## src/rtl/ir_tx_pkg.sv

```systemverilog
`default_nettype none
// ============================================================================
// Module   : ir_tx_pkg
// Brief    : Shared types and constants for the IR packet transmitter.
// Revision : 1.0 - initial release
// ============================================================================
package ir_tx_pkg;

  // Packet sequencer states; GAP is shared between all bursts
  typedef enum logic [2:0] {
    IDLE   = 3'd0,
    START  = 3'd1,
    GAP    = 3'd2,
    CARSEL = 3'd3,
    RIGHT  = 3'd4,
    LEFT   = 3'd5,
    BACK   = 3'd6,
    FWD    = 3'd7
  } state_t;

  // Bit positions inside COMMAND
  localparam int CMD_RIGHT = 3;
  localparam int CMD_LEFT  = 2;
  localparam int CMD_BACK  = 1;
  localparam int CMD_FWD   = 0;

  // Larger of two integers, used to size the pulse counter
  function automatic int max_of(input int a, input int b);
    return (a > b) ? a : b;
  endfunction

  // Burst that follows the gap after burst s; FWD is the last one
  function automatic state_t next_burst(input state_t s);
    state_t n;
    n = IDLE;
    case (s)
      START:   n = CARSEL;
      CARSEL:  n = RIGHT;
      RIGHT:   n = LEFT;
      LEFT:    n = BACK;
      BACK:    n = FWD;
      default: n = IDLE;
    endcase
    return n;
  endfunction

endpackage
`default_nettype wire

```

## src/rtl/ir_carrier_gen.sv

```systemverilog
`default_nettype none
// ============================================================================
// Module   : ir_carrier_gen
// Brief    : Carrier period counter for the IR transmitter. Provides the
//            carrier level for the coming cycle and a period-wrap pulse.
// Revision : 1.0 - initial release
// ============================================================================
module ir_carrier_gen #(
  parameter int CARRIER_HALF = 1389
) (
  input  logic clk,
  input  logic reset,
  input  logic restart,
  output logic carrier,
  output logic period_wrap
);

  localparam int              c_CW   = $clog2(CARRIER_HALF) + 1;
  localparam logic [c_CW-1:0] c_LAST = c_CW'(2 * CARRIER_HALF - 1);
  localparam logic [c_CW-1:0] c_HALF = c_CW'(CARRIER_HALF);

  logic [c_CW-1:0] r_count;
  logic [c_CW-1:0] w_count_next;

  // Last count of the current carrier period
  assign period_wrap = (r_count == c_LAST);

  // Next count: restart and period end both return to zero
  always_comb begin
    w_count_next = r_count + c_CW'(1);
    if (restart || period_wrap) begin
      w_count_next = '0;
    end
  end

  // Level the carrier will have after the next edge (high in first half)
  assign carrier = (w_count_next < c_HALF);

  // Period counter register
  always_ff @(posedge clk) begin
    if (reset) begin
      r_count <= '0;
    end else begin
      r_count <= w_count_next;
    end
  end

endmodule
`default_nettype wire

```

## src/rtl/ir_packet_tx.sv

```systemverilog
`default_nettype none
// ============================================================================
// Module   : ir_packet_tx
// Brief    : Sends one IR remote-control packet per SEND_PACKET strobe:
//            START, CARSEL, RIGHT, LEFT, BACKWARD, FORWARD bursts, each
//            followed by a silent gap. Burst lengths of the command bits
//            depend on the command latched at acceptance.
// Options  : IR_TX_QUEUE_EN - one-deep request queue; a strobe while busy
//            starts another packet straight after the current one.
// Revision : 1.0 - initial release
// ============================================================================
module ir_packet_tx #(
  parameter int CARRIER_HALF    = 1389,
  parameter int START_PULSES    = 191,
  parameter int CARSEL_PULSES   = 47,
  parameter int GAP_PULSES      = 25,
  parameter int ASSERT_PULSES   = 47,
  parameter int DEASSERT_PULSES = 22
) (
  input  logic       clk,
  input  logic       reset,
  input  logic       send_packet,
  input  logic [3:0] command,
  output logic       ir_led,
  output logic       busy
);

  import ir_tx_pkg::*;

  localparam int c_MAX_PULSES = max_of(max_of(max_of(START_PULSES, CARSEL_PULSES),
                                              max_of(GAP_PULSES, ASSERT_PULSES)),
                                       DEASSERT_PULSES);
  localparam int c_PW = $clog2(c_MAX_PULSES) + 1;

  localparam logic [c_PW-1:0] c_START_LAST    = c_PW'(START_PULSES - 1);
  localparam logic [c_PW-1:0] c_CARSEL_LAST   = c_PW'(CARSEL_PULSES - 1);
  localparam logic [c_PW-1:0] c_GAP_LAST      = c_PW'(GAP_PULSES - 1);
  localparam logic [c_PW-1:0] c_ASSERT_LAST   = c_PW'(ASSERT_PULSES - 1);
  localparam logic [c_PW-1:0] c_DEASSERT_LAST = c_PW'(DEASSERT_PULSES - 1);

  state_t          r_state;
  state_t          r_gap_ret;
  logic [3:0]      r_cmd;
  logic [c_PW-1:0] r_pulse;
  logic            r_ir_led;
  logic            r_busy;

  logic [c_PW-1:0] w_last;
  logic            w_wrap;
  logic            w_carrier;
  logic            w_accept;
  logic            w_advance;
  logic            w_restart;
  logic            w_requeue;

  assign ir_led = r_ir_led;
  assign busy   = r_busy;

  ir_carrier_gen #(
    .CARRIER_HALF (CARRIER_HALF)
  ) u_carrier (
    .clk         (clk),
    .reset       (reset),
    .restart     (w_restart),
    .carrier     (w_carrier),
    .period_wrap (w_wrap)
  );

  // Final pulse index of the current state's burst or gap
  always_comb begin
    w_last = c_GAP_LAST;
    case (r_state)
      START:   w_last = c_START_LAST;
      CARSEL:  w_last = c_CARSEL_LAST;
      RIGHT:   w_last = r_cmd[CMD_RIGHT] ? c_ASSERT_LAST : c_DEASSERT_LAST;
      LEFT:    w_last = r_cmd[CMD_LEFT]  ? c_ASSERT_LAST : c_DEASSERT_LAST;
      BACK:    w_last = r_cmd[CMD_BACK]  ? c_ASSERT_LAST : c_DEASSERT_LAST;
      FWD:     w_last = r_cmd[CMD_FWD]   ? c_ASSERT_LAST : c_DEASSERT_LAST;
      default: w_last = c_GAP_LAST;
    endcase
  end

  assign w_accept  = (r_state == IDLE) && send_packet;
  assign w_advance = (r_state != IDLE) && w_wrap && (r_pulse == w_last);
  // Every state change restarts the carrier from count 0
  assign w_restart = w_accept || w_advance;

`ifdef IR_TX_QUEUE_EN
  logic r_pending;

  // A pending request, or one arriving on the final wrap, chains a new packet
  assign w_requeue = r_pending || send_packet;

  // One-deep request flag: set by strobes while busy, cleared on hand-over
  always_ff @(posedge clk) begin
    if (reset) begin
      r_pending <= 1'b0;
    end else if ((r_state == GAP) && w_advance && (r_gap_ret == IDLE)) begin
      r_pending <= 1'b0;
    end else if ((r_state != IDLE) && send_packet) begin
      r_pending <= 1'b1;
    end
  end
`else
  // Strobes during a packet are simply dropped
  assign w_requeue = 1'b0;
`endif

  // Carrier periods completed in the current state
  always_ff @(posedge clk) begin
    if (reset) begin
      r_pulse <= '0;
    end else if (w_restart) begin
      r_pulse <= '0;
    end else if (w_wrap && (r_state != IDLE)) begin
      r_pulse <= r_pulse + c_PW'(1);
    end
  end

  // Packet sequencer with registered LED and busy outputs
  always_ff @(posedge clk) begin
    if (reset) begin
      r_state   <= IDLE;
      r_gap_ret <= IDLE;
      r_cmd     <= 4'b0000;
      r_ir_led  <= 1'b0;
      r_busy    <= 1'b0;
    end else begin
      case (r_state)
        IDLE: begin
          if (send_packet) begin
            r_state  <= START;
            r_cmd    <= command;
            r_ir_led <= 1'b1;
            r_busy   <= 1'b1;
          end else begin
            r_ir_led <= 1'b0;
            r_busy   <= 1'b0;
          end
        end
        GAP: begin
          if (w_advance) begin
            if (r_gap_ret != IDLE) begin
              r_state  <= r_gap_ret;
              r_ir_led <= 1'b1;
            end else if (w_requeue) begin
              r_state  <= START;
              r_cmd    <= command;
              r_ir_led <= 1'b1;
              r_busy   <= 1'b1;
            end else begin
              r_state  <= IDLE;
              r_ir_led <= 1'b0;
              r_busy   <= 1'b0;
            end
          end else begin
            r_ir_led <= 1'b0;
          end
        end
        default: begin
          if (w_advance) begin
            r_state   <= GAP;
            r_gap_ret <= next_burst(r_state);
            r_ir_led  <= 1'b0;
          end else begin
            r_ir_led  <= w_carrier;
          end
        end
      endcase
    end
  end

endmodule
`default_nettype wire

```

## config.mk

```make
export PLATFORM = sky130hd
export DESIGN_NAME = ir_packet_tx
export DESIGN_NICKNAME = d
export VERILOG_FILES = /design/src/rtl/ir_tx_pkg.sv /design/src/rtl/ir_carrier_gen.sv /design/src/rtl/ir_packet_tx.sv
export SDC_FILE = /design/constraint.sdc
export NUM_CORES = 1
export LEC_CHECK = 0
export ABC_AREA = 1
export CELL_PAD_IN_SITES_DETAIL_PLACEMENT = 1
export CELL_PAD_IN_SITES_GLOBAL_PLACEMENT = 1
export CORE_ASPECT_RATIO = 0.6
export CORE_MARGIN = 2
export CORE_UTILIZATION = 47
export CTS_CLUSTER_DIAMETER = 150
export CTS_CLUSTER_SIZE = 14
export DETAILED_ROUTE_END_ITERATION = 8
export PLACE_DENSITY_LB_ADDON = 0.15
export SYNTH_ARGS = -nofsm -noshare
export SYNTH_HDL_FRONTEND = slang
export SYNTH_SLANG_ARGS = --single-unit
```

## constraint.sdc

```tcl
create_clock -name clk -period 2.6 [get_ports clk]
set_input_delay 0.26 -clock clk [delete_from_list [all_inputs] [get_ports clk]]
set_output_delay 0.26 -clock clk [all_outputs]
set_load 0.05 [all_outputs]
```

-- Word level (Yosys, flattened, before mapping)
Index checks and enable logic that the tools add are counted.
- memories: 0
- latch bits: 0
- bits in registers: 33
- memory bits (read-only): 0
- memory bits (writable): 0
- bits of input ports: 7
- divide/modulo/power cells: 0
- multiply operators: 0
- $lt $le $gt $ge: 1
- reductions and logical operators: 16
- $add $sub $neg: 2
- shift operators: 0
- eq/ne operators: 12
- bitwise operators: 1
- muxes and demuxes: 20
- operator list (cell ; number):
    8-bit case mux with 6 select lines ; 1
    6-bit two-way mux ; 4
    3-bit case mux with 5 select lines ; 1
    12-bit by 1-bit adder with 12-bit output (second input constant) ; 1
    12-bit equality test (second input constant) ; 1
    3-bit equality test (second input constant) ; 4
    12-bit by 11-bit less-than comparator with 1-bit output (second input constant) ; 1
    12-bit two-way mux ; 1
    3-bit two-way mux ; 4
    9-bit by 1-bit adder with 9-bit output (second input constant) ; 1
    9-bit equality test ; 1
    3-bit by 2-bit equality test with 1-bit output (second input constant) ; 2
    1-bit two-way mux ; 6
    2-bit inequality test (second input constant) ; 3
    3-bit case mux with 2 select lines ; 1
    3-bit AND reduction ; 2
    3-bit nonzero test ; 2
    1-bit case mux with 2 select lines ; 2
    2-bit AND reduction ; 2
    2-bit nonzero test ; 2
    2-bit OR reduction ; 2
    3-bit by 1-bit equality test with 1-bit output (second input constant) ; 1
    1-bit logical AND ; 3
    3-bit logical NOT ; 1
    other kinds (2) ; 3

-- Logic depth before layout (Yosys ltp)
Gate-level depths: netlist (run 1).
- depth after elaboration: 10
- depth in mapped cells: 16
- gate-level depth less buffers: 15

-- By module
A second synthesis (run 1) with hierarchy kept.
- cell total of the unflattened synthesis: 316
- area, all modules: 2154.6 µm²
- by module, submodules not included (module ; area each (µm²) ; times used ; cells an instance):
    ir_packet_tx ; 1376.3 ; 1 ; 191
    ir_carrier_gen ; 778.2 ; 1 ; 125

-- Worst setup path after synthesis (run 1)
OpenSTA, ideal clock, no wires.
- kind: flip-flop to flip-flop
- from: register u_carrier.r_count[0]
- to: register r_gap_ret[1]
- period minus slack after synthesis: 1.733 ns
- arrival: 1.619 ns
- required time: 2.486 ns
- path slack: 0.867 ns
- cell stages (with the launch flop): 13
- path through: dfxtp_1 ha_1 nand2_1 nor2_1 nand3_2 nor2_4 nand3_1 nor2_4 nand2_8 inv_6 nand2_4 o21ai_1 nor2_1
- longest elaborated chain between the ends: 4
- RTL lines (what ; line ; RTL):
    start: declaration ; ir_carrier_gen.sv:22 ; logic [c_CW-1:0] r_count;
    start signal: assignment ; ir_carrier_gen.sv:44 ; r_count <= w_count_next;
    12-bit equality test ; ir_carrier_gen.sv:26 ; assign period_wrap = (r_count == c_LAST);
    1-bit logical AND (2 in series) ; ir_packet_tx.sv:84 ; assign w_advance = (r_state != IDLE) && w_wrap && (r_pulse == w_last);
    2-bit AND reduction (no line) ; n/a ;
    end signal: assignment ; ir_packet_tx.sv:163 ; r_gap_ret <= next_burst(r_state);
    end: declaration ; ir_packet_tx.sv:42 ; state_t r_gap_ret;
No other way between the ends.
A chain may end at the register's enable or synchronous reset.

-- Worst setup path after layout (run 1)
- from: register r_state[2]
- to: register r_gap_ret[1]
- longest elaborated chain between the ends: 5
- RTL lines (what ; line ; RTL):
    start: declaration ; ir_packet_tx.sv:41 ; state_t r_state;
    start signal: assignment ; ir_packet_tx.sv:144 ; r_state <= r_gap_ret;
    3-bit equality test (tied with other cells) ; ir_packet_tx.sv:72 ; case (r_state)
    8-bit case mux with 6 select lines ; ir_packet_tx.sv:72 ;
    9-bit equality test ; ir_packet_tx.sv:84 ;
    1-bit logical AND ; ir_packet_tx.sv:84 ;
    2-bit AND reduction (no line) ; n/a ;
Parallel ways exist; a longest one is shown, timed or not.

==> run summary, run 1 <==
Result of the run - completed
Flip-flop and latch count after synthesis - 33
Final wirelength - 5610 µm
Peak supply drop - 0.3300 mV
Total power density per cell area - 455.8 nW/µm²
Setup_tns - 0 ns
Count of routing violations after the opening detailed-route iteration - 100
Die Outline Area - 5018 µm²
Clk_lat worst skew - 0.28 ns
Cell area after technology mapping - 2092 µm²
Library cell with the largest summed area after synthesis - dfxtp_1
Fin area - 2298 µm²
Max Fanout on Critical Path - 10
Endpoint arrival time on the critical path - 2.35 ns
Worst-case register-to-register setup slack - 0.43 ns
Unrepaired setup endpoints after global routing - false
Count of synthesis-stage warnings from yosys - 0
Post-layout nets - 323
Tot GR Track Use - 23.57%
Type of origin of the critical path - register
Start-to-end type of the worst setup path - reg2reg
Worst setup slack after placement - 0.4788 ns
Number of placed I/O pins - 9
Worst slew pin tran - 0.5482 ns
Sequential cell fraction of total power - 50.5%
Min-Delay Path Class - reg2reg
Achievable Freq - 460.4 MHz
Commonest cells in the netlist - nand2_1, nor2_1, inv_1
Layout cell share with drive strength beyond 1 - 15.02%
Final number of hold-violating endpoints - 0
Switch share - 26.56%
Maximum Capacitance Violations - 0
Final Setup Violations - 0
Number of antenna violations at the first check in global routing - 0
Post-layout worst setup margin - 0.4280 ns
Number of nets produced by synthesis - 312
Setup Fix Bufs, Post-CTS - 0
Gpl congestion - 0.8534
Post-cts sizing count - 0
Share of synthesized area occupied by flip-flops and latches - 31.58%
Clock sink total - 33
Async SR Flop Fraction - 0%
ANT nets after route - 0
GR Overflow Total - 0
Worst setup EP type - register
CTS tree - yes
Placed wire-length estimate after detailed placement - 4563 µm
Number of buffers between clock root and the deepest sink - 2
Cell with the most instances after synthesis - nand2_1
Area added between synthesis and finish - 9.868%
First drt pass iteration count - 4
Clock transition at the registers of the reported paths - 0.07 ns
Clock Power Share - 38.1%
Die X - 90.13 µm
H-Tree Depth - 2
DR vias/cell - 5.180
Number of cells produced by synthesis - 302
Routed wire per std cell - 15.04 µm
Input/output buffers - 8
Post-detailed-placement cell area - 2212 µm²
DRC viols - 0
Relative max-transition margin - 63.40%
Data required, critical path - 2.78 ns
Cts-stage hold buffer count - 0
Synthesized area divided by synthesized cell count - 6.927 µm²
Placeable core region - 4189 µm²
Antenna cells - 0
EDFF count, synth - 0
Minimum hold slack - 0.4886 ns
Via count of the first global-routing pass - 1,850
Overall via count from detail_route - 1,932
Number of placement rows - 18
Fin Clk Skew - 0.005032 ns
Crit share post-route - 83.54%
Effective utilization at floorplan - 49.94%
Minimum period implied by the final worst setup slack - 2.172 ns
Num CTS Buffers - 5
Total net switching power - 0.2783 mW
Count of distinct cell types in the synthesized netlist - 34
Global-route wire length before repair - 9377 µm
Root buffer selected by CTS - clkbuf_8
Height of the die - 55.68 µm
Combinational power share - 11.4%
Pin count of the biggest net entering global routing - 13
Top cells by area in the synthesized netlist - dfxtp_1, nand2_1, nor2_1
Lkg Pwr - 0.8588 nW
Internal power contribution - 0.7693 mW
Yosys top cell area share - 31.58%
Slew Limit Fails - 0
Total design power - 1.048 mW
Primary FF master, synth - dfxtp_1
-- per-stage QoR --
step / utilization (%) / std cells
2_1_floorplan: - / 302
3_3_place_gp: 52.81 / 366
3_5_place_dp: 52.81 / 366
4_1_cts: 54.87 / 373
5_1_grt: 54.87 / 373
6_report: 54.87 / 373
-- flip-flops by register name, summed over array words and instances (netlist names) --
register / flops
u_carrier.r_count: 12
r_pulse: 9
r_cmd: 4
r_gap_ret: 3
r_state: 3
busy: 1
ir_led: 1
-- placed cells by master (no fill, tap or decap), drive strengths merged, types with 2 or more instances in the layout --
cell,n
nor2,56
o21ai,14
nand3,23
nor3,13
nor4,2
xor2,7
ha,3
a21oi,18
inv,41
clkdlybuf4s50,8
nand2,72
nand4,9
dfxtp,33
clkbuf,7
nor3b,2
-- critical path, cell delays in order (launching register included) --
cell     delay (ns)
dfxtp_1        0.67
inv_2          0.13
nand2_1        0.09
o21ai_1        0.06
nor2_1         0.25
nand2_1        0.09
nand2_1        0.06
nand2_1        0.08
nor2_4         0.21
nand2_8        0.12
inv_6          0.09
nand2_4        0.06
o21ai_1        0.11
nor2_1         0.05
-- power groups by stage --
stage	Sequential (mW)	Combinational, mW	Clock (mW)
floorplan	0.548	0.0747	0
global placement	0.540	0.115	0
detailed placement	0.540	0.119	0
CTS	0.529	0.120	0.405
global route	0.530	0.132	0.430
finish	0.529	0.120	0.399
-- area by class of cell --
type                            instances  area (µm²)
Clock buffer                            7       86.33
Fill cell                             580        1891
Inverter                               42       167.7
Multi-Input combinational cell        222        1221
Sequential cell                        33       660.6
Tap cell                               60       75.07
Timing Repair Buffer                    9       87.58
-- final timing paths --
check,startpoint,end,cells after the start
min reg2reg,u_carrier.r_count[0]$_SDFF_PP0_,u_carrier.r_count[0]$_SDFF_PP0_,1
max,r_state[2]$_SDFFE_PP0P_,r_gap_ret[1]$_SDFFE_PP0P_,13
min,u_carrier.r_count[0]$_SDFF_PP0_,u_carrier.r_count[0]$_SDFF_PP0_,1
max reg2reg,r_state[2]$_SDFFE_PP0P_,r_gap_ret[1]$_SDFFE_PP0P_,13
-- kinds of logic (layout without fill, tap and decap cells) --
group	count (synthesis)	count (layout)	synth area share, %
buf+inv	47	58	10.05
compound gates	33	33	8.553
xor+xnor	8	8	3.349
fa+ha+maj	3	3	1.794
simple gates	178	178	44.68
flops	33	33	31.58
-- routing by layer --
metal / up-vias / GRT usage (%) / wire, µm
li1: 985 / - / -
met1: 927 / 37.49 / 3202
met2: 16 / 32.01 / 2236
met3: 4 / 5.014 / 143
met4: 0 / 4.835 / 28
met5: - / 0 / 0
Power figures use the tool's default switching activity.
==> inputs of run 2 (changes only) <==
- CORE_UTILIZATION: 47 -> 39
- clock period: 2.6 -> 1.88 ns (I/O delays scaled with it)
==> run 2 against run 1 <==
  * Clock power grew 30%
  * Clock skew rose by 0.0078 ns
  * Cell count is 8.0% higher
  * Wire length is 9.2% higher
  * Fmax is 17% higher
  * Critical path type unchanged
==> run summary, run 2 (synthesis gave the netlist of run 1 again) <==
Peak supply drop - 0.2598 mV (-21%)
Launching point of the worst reg2reg path - r_state[1]$_SDFFE_PP0P_
CTS tree - yes
Final wirelength - 6124 µm (+9.2%)
Fin Clk Skew - 0.01283 ns (+0.007801 ns)
Worst flop-to-flop path endpoint - r_pulse[7]$_SDFFE_PP0P_
Antenna cells - 0 (unchanged)
Slowest stage cell, crit path - dfxtp_4
Worst setup slack after placement - -0.07638 ns (-0.5552 ns)
Die X - 98.55 µm (+9.3%)
Core Util, Final - 50.86% (-4.0 points)
Maximum Capacitance Violations - 0 (unchanged)
Total design power - 1.440 mW (+37%)
Minimum hold slack - 0.4524 ns (-0.03615 ns)
Clock sink total - 33 (unchanged)
ANT nets after route - 0 (unchanged)
Commonest non-fill, non-tap cells in the layout - nand2_1, nor2_1, inv_1, dfxtp_1, buf_4
Tot GR Track Use - 20.74% (-2.8 points)
Clk_lat worst skew - 0.29 ns (about the same)
Routed wire per std cell - 15.20 µm (+1.0%)
First drt pass iteration count - 4 (unchanged)
Overall via count from detail_route - 2,021 (+4.6%)
Number of antenna violations at the first check in global routing - 0 (unchanged)
Data required, critical path - 2.05 ns (-0.73 ns)
Via count of the first global-routing pass - 1,848 (-0.11%)
Number of placed I/O pins - 9 (unchanged)
Logic depth of the worst register-to-register path - 14 (+1)
DR vias/cell - 5.015 (-3.2%)
Unrepaired setup endpoints after global routing - true
Critical Path Source - r_state[1]$_SDFFE_PP0P_
Result of the run - completed
Delay of the slowest critical-path stage - 0.37 ns (-0.30 ns)
Reg with most FFs - u_carrier.r_count
Cts-stage hold buffer count - 0 (unchanged)
Number of buffers between clock root and the deepest sink - 2 (unchanged)
DRC viols - 0 (unchanged)
Achievable Freq - 540.0 MHz (+17%)
Largest registers - u_carrier.r_count x12, r_pulse x9, r_cmd x4
Height of the die - 60.73 µm (+9.1%)
Max Fanout on Critical Path - 7 (-3)
Met2 wire len - 2338 µm (+4.6%)
Final Setup Violations - 0 (unchanged)
Gpl congestion - 0.8138 (-4.6%)
Area added between synthesis and finish - 24.10%
Final number of hold-violating endpoints - 0 (unchanged)
Post-layout nets - 346 (+7.1%)
Endpoint arrival time on the critical path - 2.02 ns (-0.33 ns)
Most frequent standard cell in the layout excluding fill and tap cells - nand2_1
Highest metal layer used by the detailed router - met4
Total power density per cell area - 554.7 nW/µm² (+22%)
Type of origin of the critical path - register
Worst setup EP type - register
Layout cell share with drive strength beyond 1 - 27.60% (+13 points)
Count of routing violations after the opening detailed-route iteration - 152 (+52%)
Worst-case register-to-register setup slack - 0.03 ns (-0.40 ns)
Effective utilization at floorplan - 40.98% (-9.0 points)
Clock transition at the registers of the reported paths - 0.06 ns (about the same)
GR Overflow Total - 0 (unchanged)
CP dominant cell by count - nor2_4
Min-Delay Path Class - reg2reg
Worst-path cell chain - buf_6 > nor2_4 > nand2_2 > nor2_4 > nor2_4 > nand2_2 > nand2_1 > nand2_1 > nand2_2 > nor2_4 > buf_4 > nand2_8 > nand3_4 > nor3_1
Crit share post-route - 98.51% (+15 points)
Global-route wire length before repair - 9425 µm (+0.51%)
CP Buf/Inv Count - 2 (unchanged)
DRT met1 WL - 3468 µm (+8.3%)
Relative max-transition margin - 66.58% (+3.2 points)
Lkg Pwr - 0.9737 nW (+13%)
CP Capture Point - r_pulse[7]$_SDFFE_PP0P_
Pin count of the biggest net entering global routing - 13 (unchanged)
Worst path top cell family by delay - simple AND/OR/NAND/NOR gates
Num CTS Buffers - 5 (unchanged)
H-Tree Depth - 2 (unchanged)
Start-to-end type of the worst setup path - reg2reg
Metal3 WL - 267 µm (+87%)
Post-layout worst setup margin - 0.02805 ns (-0.4000 ns)
WP depth - 14 (+1)
Input/output buffers - 8 (unchanged)
Worst slew pin tran - 0.4997 ns (-0.04851 ns)
Placeable core region - 5105 µm² (+22%)
Max reg flops - 12 (unchanged)
Minimum period implied by the final worst setup slack - 1.852 ns (-0.3200 ns)
Die Outline Area - 5985 µm² (+19%)
Slew Limit Fails - 0 (unchanged)
Placed wire-length estimate after detailed placement - 4679 µm (+2.5%)
Root buffer selected by CTS - clkbuf_8
Number of placement rows - 20 (+2)
==> run 2: how the worst min path moves through the flow <==
| stage | startpoint | to | slack [ns] | cells after the start |
|---|---|---|---|---|
| floorplan | command[1] | r_cmd[1]$_SDFFE_PP0P_ | 0.38 | 2 |
| CTS | u_carrier.r_count[0]$_SDFF_PP0_ | u_carrier.r_count[0]$_SDFF_PP0_ | 0.47 | 1 |
| global route | u_carrier.r_count[0]$_SDFF_PP0_ | u_carrier.r_count[0]$_SDFF_PP0_ | 0.47 | 1 |
| finish | u_carrier.r_count[0]$_SDFF_PP0_ | u_carrier.r_count[0]$_SDFF_PP0_ | 0.45 | 1 |
| global placement | r_pulse[8]$_SDFFE_PP0P_ | r_pulse[8]$_SDFFE_PP0P_ | 0.46 | 2 |
| detailed placement | r_pulse[8]$_SDFFE_PP0P_ | r_pulse[8]$_SDFFE_PP0P_ | 0.47 | 2 |
==> run 2: area by class of cell <==
| class | instances | area, µm² |
|---|---|---|
| timing repair buffer | 30 | 260.3 |
| sequential | 33 | 676.9 |
| tap | 66 | 82.58 |
| inverter | 42 | 167.7 |
| fill | 676 | 2509 |
| clock buffer | 8 | 80.08 |
| multi-input combinational | 224 | 1329 |
==> run 2: worst register-to-register path, cell delays in order, from the launching register on <==
cell     delay [ns]
dfxtp_4        0.37
buf_6          0.12
nor2_4         0.13
nand2_2        0.08
nor2_4         0.11
nor2_4         0.06
nand2_2        0.06
nand2_1        0.05
nand2_1        0.07
nand2_2        0.07
nor2_4         0.19
buf_4          0.17
nand2_8        0.07
nand3_4        0.11
nor3_1         0.08
==> run 2: metal layers <==
metal | vias up | GRT usage [%]
met2 | 29 | 25.27
met4 | 0 | 4.697
li1 | 1042 | -
met5 | - | 0
met3 | 6 | 4.493
met1 | 944 | 34.97
==> run 2: timing repair <==
action | CTS | global route
endpoints found under the setup margin | 19 | 27
setup buffers | 1 | 5
cloned | 0 | 2
gates resized for setup | 6 | 31
pin swaps | 2 | 16
==> run 2: per-stage QoR <==
stage               instances  setup TNS (ns)  instance area [µm²]
finish                    403               0                 2596
global route              403          -1.001                 2596
CTS                       396               0                 2429
detailed placement        387         -0.3853                 2332
global placement          387        -0.01741                 2332
floorplan                 302               0                 2092
==> run 2: report_power, final <==
| group | leakage (nW) | switching (mW) | internal (mW) |
|---|---|---|---|
| clock network | 0.0395 | 0.255 | 0.263 |
| registers | 0.271 | 0.0180 | 0.714 |
| logic | 0.663 | 0.116 | 0.0732 |
